===== src/rtl/dmem_access_unit.sv =====
// MEM-stage data-memory access controller: request/grant/rvalid bus sequencing,
// store byte-lane steering and load sign/zero extension into MEM_WB read data.
module dmem_access_unit (
   input  logic        clk_i,
   input  logic        rst_i,
   input  logic        MemRead_i,
   input  logic        MemWrite_i,
   input  logic [31:0] addr_i,
   input  logic [31:0] wdata_i,
   input  logic [2:0]  funct3_i,
   output logic        mem_req_o,
   output logic        mem_we_o,
   output logic [31:0] mem_addr_o,
   output logic [3:0]  mem_be_o,
   output logic [31:0] mem_wdata_o,
   input  logic        mem_gnt_i,
   input  logic        mem_rvalid_i,
   input  logic [31:0] mem_rdata_i,
   output logic [31:0] ReadData_o,
   output logic        stall_o,
   output logic        fault_o
);

   // state  | meaning
   // IDLE   | waiting for a load/store; launches or faults it
   // REQ    | bus request held until grant
   // WAIT   | read granted, waiting for rvalid
   // DONE   | one unstalled cycle so the pipeline advances
   localparam logic [1:0] S_IDLE = 2'd0;
   localparam logic [1:0] S_REQ  = 2'd1;
   localparam logic [1:0] S_WAIT = 2'd2;
   localparam logic [1:0] S_DONE = 2'd3;

   logic [1:0]  state_q, state_d;
   logic [1:0]  lane_q;
   logic [2:0]  f3_q;
   logic        access, legal, aligned, start, bad;
   logic [3:0]  be_d;
   logic [31:0] wdata_d;
   logic [7:0]  byte_sel;
   logic [15:0] half_sel;
   logic [31:0] ext_data;

   assign access = MemRead_i | MemWrite_i;

   always_comb begin
      legal = 1'b0;
      case (funct3_i)
         3'b000, 3'b001, 3'b010, 3'b100, 3'b101: legal = 1'b1;
         default: legal = 1'b0;
      endcase
   end

   always_comb begin
      aligned = 1'b1;
      case (funct3_i[1:0])
         2'b10:   aligned = (addr_i[1:0] == 2'b00);
         2'b01:   aligned = ~addr_i[0];
         default: aligned = 1'b1;
      endcase
   end

   assign start = (state_q == S_IDLE) && access && legal && aligned;
   assign bad   = (state_q == S_IDLE) && access && !(legal && aligned);

   always_comb begin
      be_d    = 4'b1111;
      wdata_d = wdata_i;
      case (funct3_i[1:0])
         2'b00: begin
            be_d    = 4'b0001 << addr_i[1:0];
            wdata_d = {4{wdata_i[7:0]}};
         end
         2'b01: begin
            be_d    = addr_i[1] ? 4'b1100 : 4'b0011;
            wdata_d = {2{wdata_i[15:0]}};
         end
         default: begin
            be_d    = 4'b1111;
            wdata_d = wdata_i;
         end
      endcase
   end

   // Lane and size come from the registered request, not the live inputs.
   assign byte_sel = mem_rdata_i[{lane_q, 3'b000} +: 8];
   assign half_sel = mem_rdata_i[{lane_q[1], 4'b0000} +: 16];

   always_comb begin
      ext_data = mem_rdata_i;
      case (f3_q[1:0])
         2'b00:   ext_data = f3_q[2] ? {24'b0, byte_sel} : {{24{byte_sel[7]}}, byte_sel};
         2'b01:   ext_data = f3_q[2] ? {16'b0, half_sel} : {{16{half_sel[15]}}, half_sel};
         default: ext_data = mem_rdata_i;
      endcase
   end

   always_comb begin
      state_d = state_q;
      case (state_q)
         S_IDLE:  if (start) state_d = S_REQ;
         S_REQ:   if (mem_gnt_i) state_d = mem_we_o ? S_DONE : S_WAIT;
         S_WAIT:  if (mem_rvalid_i) state_d = S_DONE;
         default: state_d = S_IDLE;
      endcase
   end

   always_ff @(posedge clk_i or negedge rst_i) begin
      if (!rst_i) begin
         state_q     <= S_IDLE;
         mem_we_o    <= 1'b0;
         mem_addr_o  <= 32'b0;
         mem_be_o    <= 4'b0;
         mem_wdata_o <= 32'b0;
         lane_q      <= 2'b0;
         f3_q        <= 3'b0;
         ReadData_o  <= 32'b0;
      end else begin
         state_q <= state_d;
         if (start) begin
            mem_we_o    <= ~MemRead_i;
            mem_addr_o  <= {addr_i[31:2], 2'b00};
            mem_be_o    <= be_d;
            mem_wdata_o <= wdata_d;
            lane_q      <= addr_i[1:0];
            f3_q        <= funct3_i;
         end
         if (bad)
            ReadData_o <= 32'b0;
         else if ((state_q == S_WAIT) && mem_rvalid_i)
            ReadData_o <= ext_data;
      end
   end

   assign mem_req_o = (state_q == S_REQ);
   // Gated by reset so the combinational outputs drop immediately too.
   assign stall_o   = rst_i & (start | (state_q == S_REQ) | (state_q == S_WAIT));
   assign fault_o   = rst_i & bad;

endmodule


===== config.mk =====
export PLATFORM = sky130hd
export DESIGN_NAME = dmem_access_unit
export DESIGN_NICKNAME = d
export VERILOG_FILES = /design/src/rtl/dmem_access_unit.sv
export SDC_FILE = /design/constraint.sdc
export NUM_CORES = 1
export LEC_CHECK = 0
export CAP_MARGIN = 20
export CORE_AREA = 3 3 130 132
export CTS_CLUSTER_DIAMETER = 120
export DETAILED_ROUTE_END_ITERATION = 10
export DIE_AREA = 0 0 133 135
export SYNTH_ARGS = -nofsm -noshare
export SYNTH_HDL_FRONTEND = slang
export SYNTH_SLANG_ARGS = --single-unit

===== constraint.sdc =====
create_clock -name clk_i -period 4.6 [get_ports clk_i]
set_input_delay 0.92 -clock clk_i [delete_from_list [all_inputs] [get_ports clk_i]]
set_output_delay 0.92 -clock clk_i [all_outputs]
set_load 0.02 [all_outputs]

==> run metrics <==
Rows=46; Die H=135 um; Sequential Power Share=31.2%; # DRC=0; TritonCTS clock tree=built; reg-to-reg endpoint=mem_addr_o[7]; critical path launch point type=input port; area delta synth->final=44.8%; Root Buffer=clkbuf_16; Slew HR=45.7%; Yosys top cell area share=48.3%; Unique masters post-synth=45; Max Cap Viol=0; die area=18000 um^2; Sw Ratio=39.2%; cell count after synthesis=484; Power Dens Cells=675 nW/um^2; unrepaired setup endpoints after global routing=false; fillers=1409; Syn Std Cell Area=5490 um^2; synth top area cells=dfrtp_1 48%, mux2_4 14%, o21ai_0 4.3%; Tightest Hold Check Type=reg -> reg; GRT Util Overall=18.8%; CTS buffer count=9; H-Tree Depth=3; number of antenna diodes=0; final std cells w/o fill=895; Hold Fails Final Rpt=0; DR vias=4690; worst-skew pair later-pin latency=0.36 ns; worst r2r src=state_q[0]; clk buf depth=2; Setup violations, final=0; Setup Skew=0.0105 ns; Critical Path End Type=output pin; Die X=133 um; Synth warnings=0; DR vias/cell=5.24; Critical Path RT=3.68 ns; status=finished clean; I/O pins=209; Final Wtd Congestion=0.887; LEAKAGE=0.00342 uW; R2R depth=8; final worst path period share=93.8%; Synth Flop Type=dfrtp_1; post_cts resized=0; fin crit period=4.32 ns; Routed WL=17.0 mm; top-count cell post-synth=dfrtp_1; DP HPWL=12.4 mm; Max Freq=232 MHz; I/O Buffers=206; Synth area leader=dfrtp_1; initial antenna violation count=0; post-DR wirelength/cell=19.0 um; Critical Path AT=3.40 ns; post-route ant nets=0; Yosys reg bits=106; average size of a mapped cell=11.3 um^2; GR Overflow Total=0; Worst Setup EP=fault_o; Core ar.=15800 um^2; Post-synth EDFFs=0; Max Slew Vio Count=0; Sink Count=106; Layout Nets=787; largest net degree at the start of global routing=63; number of global-route vias before repair=4800; global-route wire length before repair=26.9 mm; postcts setup bufs=0; Psw=2100 uW; # hold bufs at CTS=0; ys async rst share=100%; DR iter-0 viols=273; Peak VDD IR=0.399 mV; Crit Path Max Fanout=9; part of the Yosys area used for sequential elements=48.3%; Setup Total Neg Slack=0 ns; Pint=3260 uW; combinational share of power=54.4%; Starting Density=34.7%; layout cells sized above 1=14.7%; DP Cell Count=878; clock slew at reported path FFs=0.07 ns; Reg2Reg Setup Slack=1.73 ns; Clock power frac=14.4%; critical path launch point=funct3_i[1]; top cells by count, synth=106 x dfrtp_1, 51 x mux2_4, 47 x o21ai_0; First-pass DRT Iterations=5; crit path kind=in -> out; worst slew pin tran=0.815 ns
-- critical path: stages --
cell and delay, ns:
clkdlybuf4s50_1 0.52, clkinv_1 0.16, ha_1 0.33, nor4_1 0.38
a21oi_1 0.15, a21oi_2 0.20, and2_1 0.14, clkdlybuf4s50_1 0.60
-- registers in the layout, summed over array words and instances (netlist names) --
signal       count
mem_addr_o      30
mem_be_o         4
f3_q             3
state_q          2
lane_q           2
mem_we_o         1
mem_wdata_o     32
ReadData_o      32
-- per-stage QoR --
step	hold WS (ns)	total power [uW]	util [%]	worst slack, ns	area (um^2)
2_1_floorplan	0.506	3350	-	0.707	5500
3_3_place_gp	0.496	4570	48.4	0.290	7660
3_5_place_dp	0.491	4620	48.4	0.240	7660
4_1_cts	0.515	5410	50.2	0.238	7950
5_1_grt	0.521	5670	50.3	0.110	7950
6_report	0.510	5370	50.3	0.285	7950
-- power by group through the flow --
stage                     clock network (uW)  registers (uW)  logic (uW)
after global routing                     821            1740        3110
after global placement                     0            1680        2890
after detailed placement                   0            1680        2930
after floorplan                            0            2130        1220
final                                    773            1680        2920
after CTS                                788            1680        2940
-- cells by family after synthesis --
logic type               share of synthesized area [%]
AO/OA/AOI/OAI                                     17.4
AND/OR/NAND/NOR                                   9.29
flip-flops                                        48.3
multiplexers                                      17.7
buffers and inverters                             5.35
adder cells (fa/ha/maj)                           1.82
other                                           0.0683
-- how the worst min path moves through the flow --
stage | startpoint | to | slack (ns) | cells after the start
final | mem_wdata_o[25] | mem_wdata_o[25] | 0.51 | 2
after global routing | mem_be_o[1] | mem_be_o[1] | 0.52 | 1
after CTS | mem_addr_o[31] | mem_addr_o[31] | 0.52 | 1
after detailed placement | mem_wdata_o[23] | mem_wdata_o[23] | 0.49 | 1
after global placement | mem_wdata_o[2] | mem_wdata_o[2] | 0.50 | 1
after floorplan | f3_q[2] | f3_q[2] | 0.51 | 1
-- layout make-up --
class	instances	area (um^2)	share of cell area, %
inverter	7	26.3	0.330
clock buffer	10	239	3.00
multi-input combinational	331	2560	32.2
tap	216	270	3.40
timing repair buffer	219	2160	27.1
clock inverter	6	50.0	0.629
sequential	106	2650	33.3
-- routing by layer --
metal | routed length [um] | vias to the layer above | part of all wire (%) | GRT usage [%]
li1 | - | 2164 | - | -
met1 | 7400 | 2280 | 43 | 24.7
met2 | 7900 | 220 | 46 | 29.9
met3 | 1330 | 26 | 7.8 | 4.99
met4 | 387 | 0 | 2.3 | 7.22
met5 | 0 | - | 0 | 0
-- placed cells by master, fill, tap and decap left out, types with 14 or more instances in the layout --
master           instances
mux2_4                  51
o21ai_0                 46
nand3_1                 20
o31ai_1                 16
nand2_1                 38
nor2_1                  25
dfrtp_1                106
buf_4                   14
mux2_2                  14
a31oi_1                 16
a211oi_1                14
clkdlybuf4s50_1        205
Note: power is estimated with default switching activity, not from simulation.
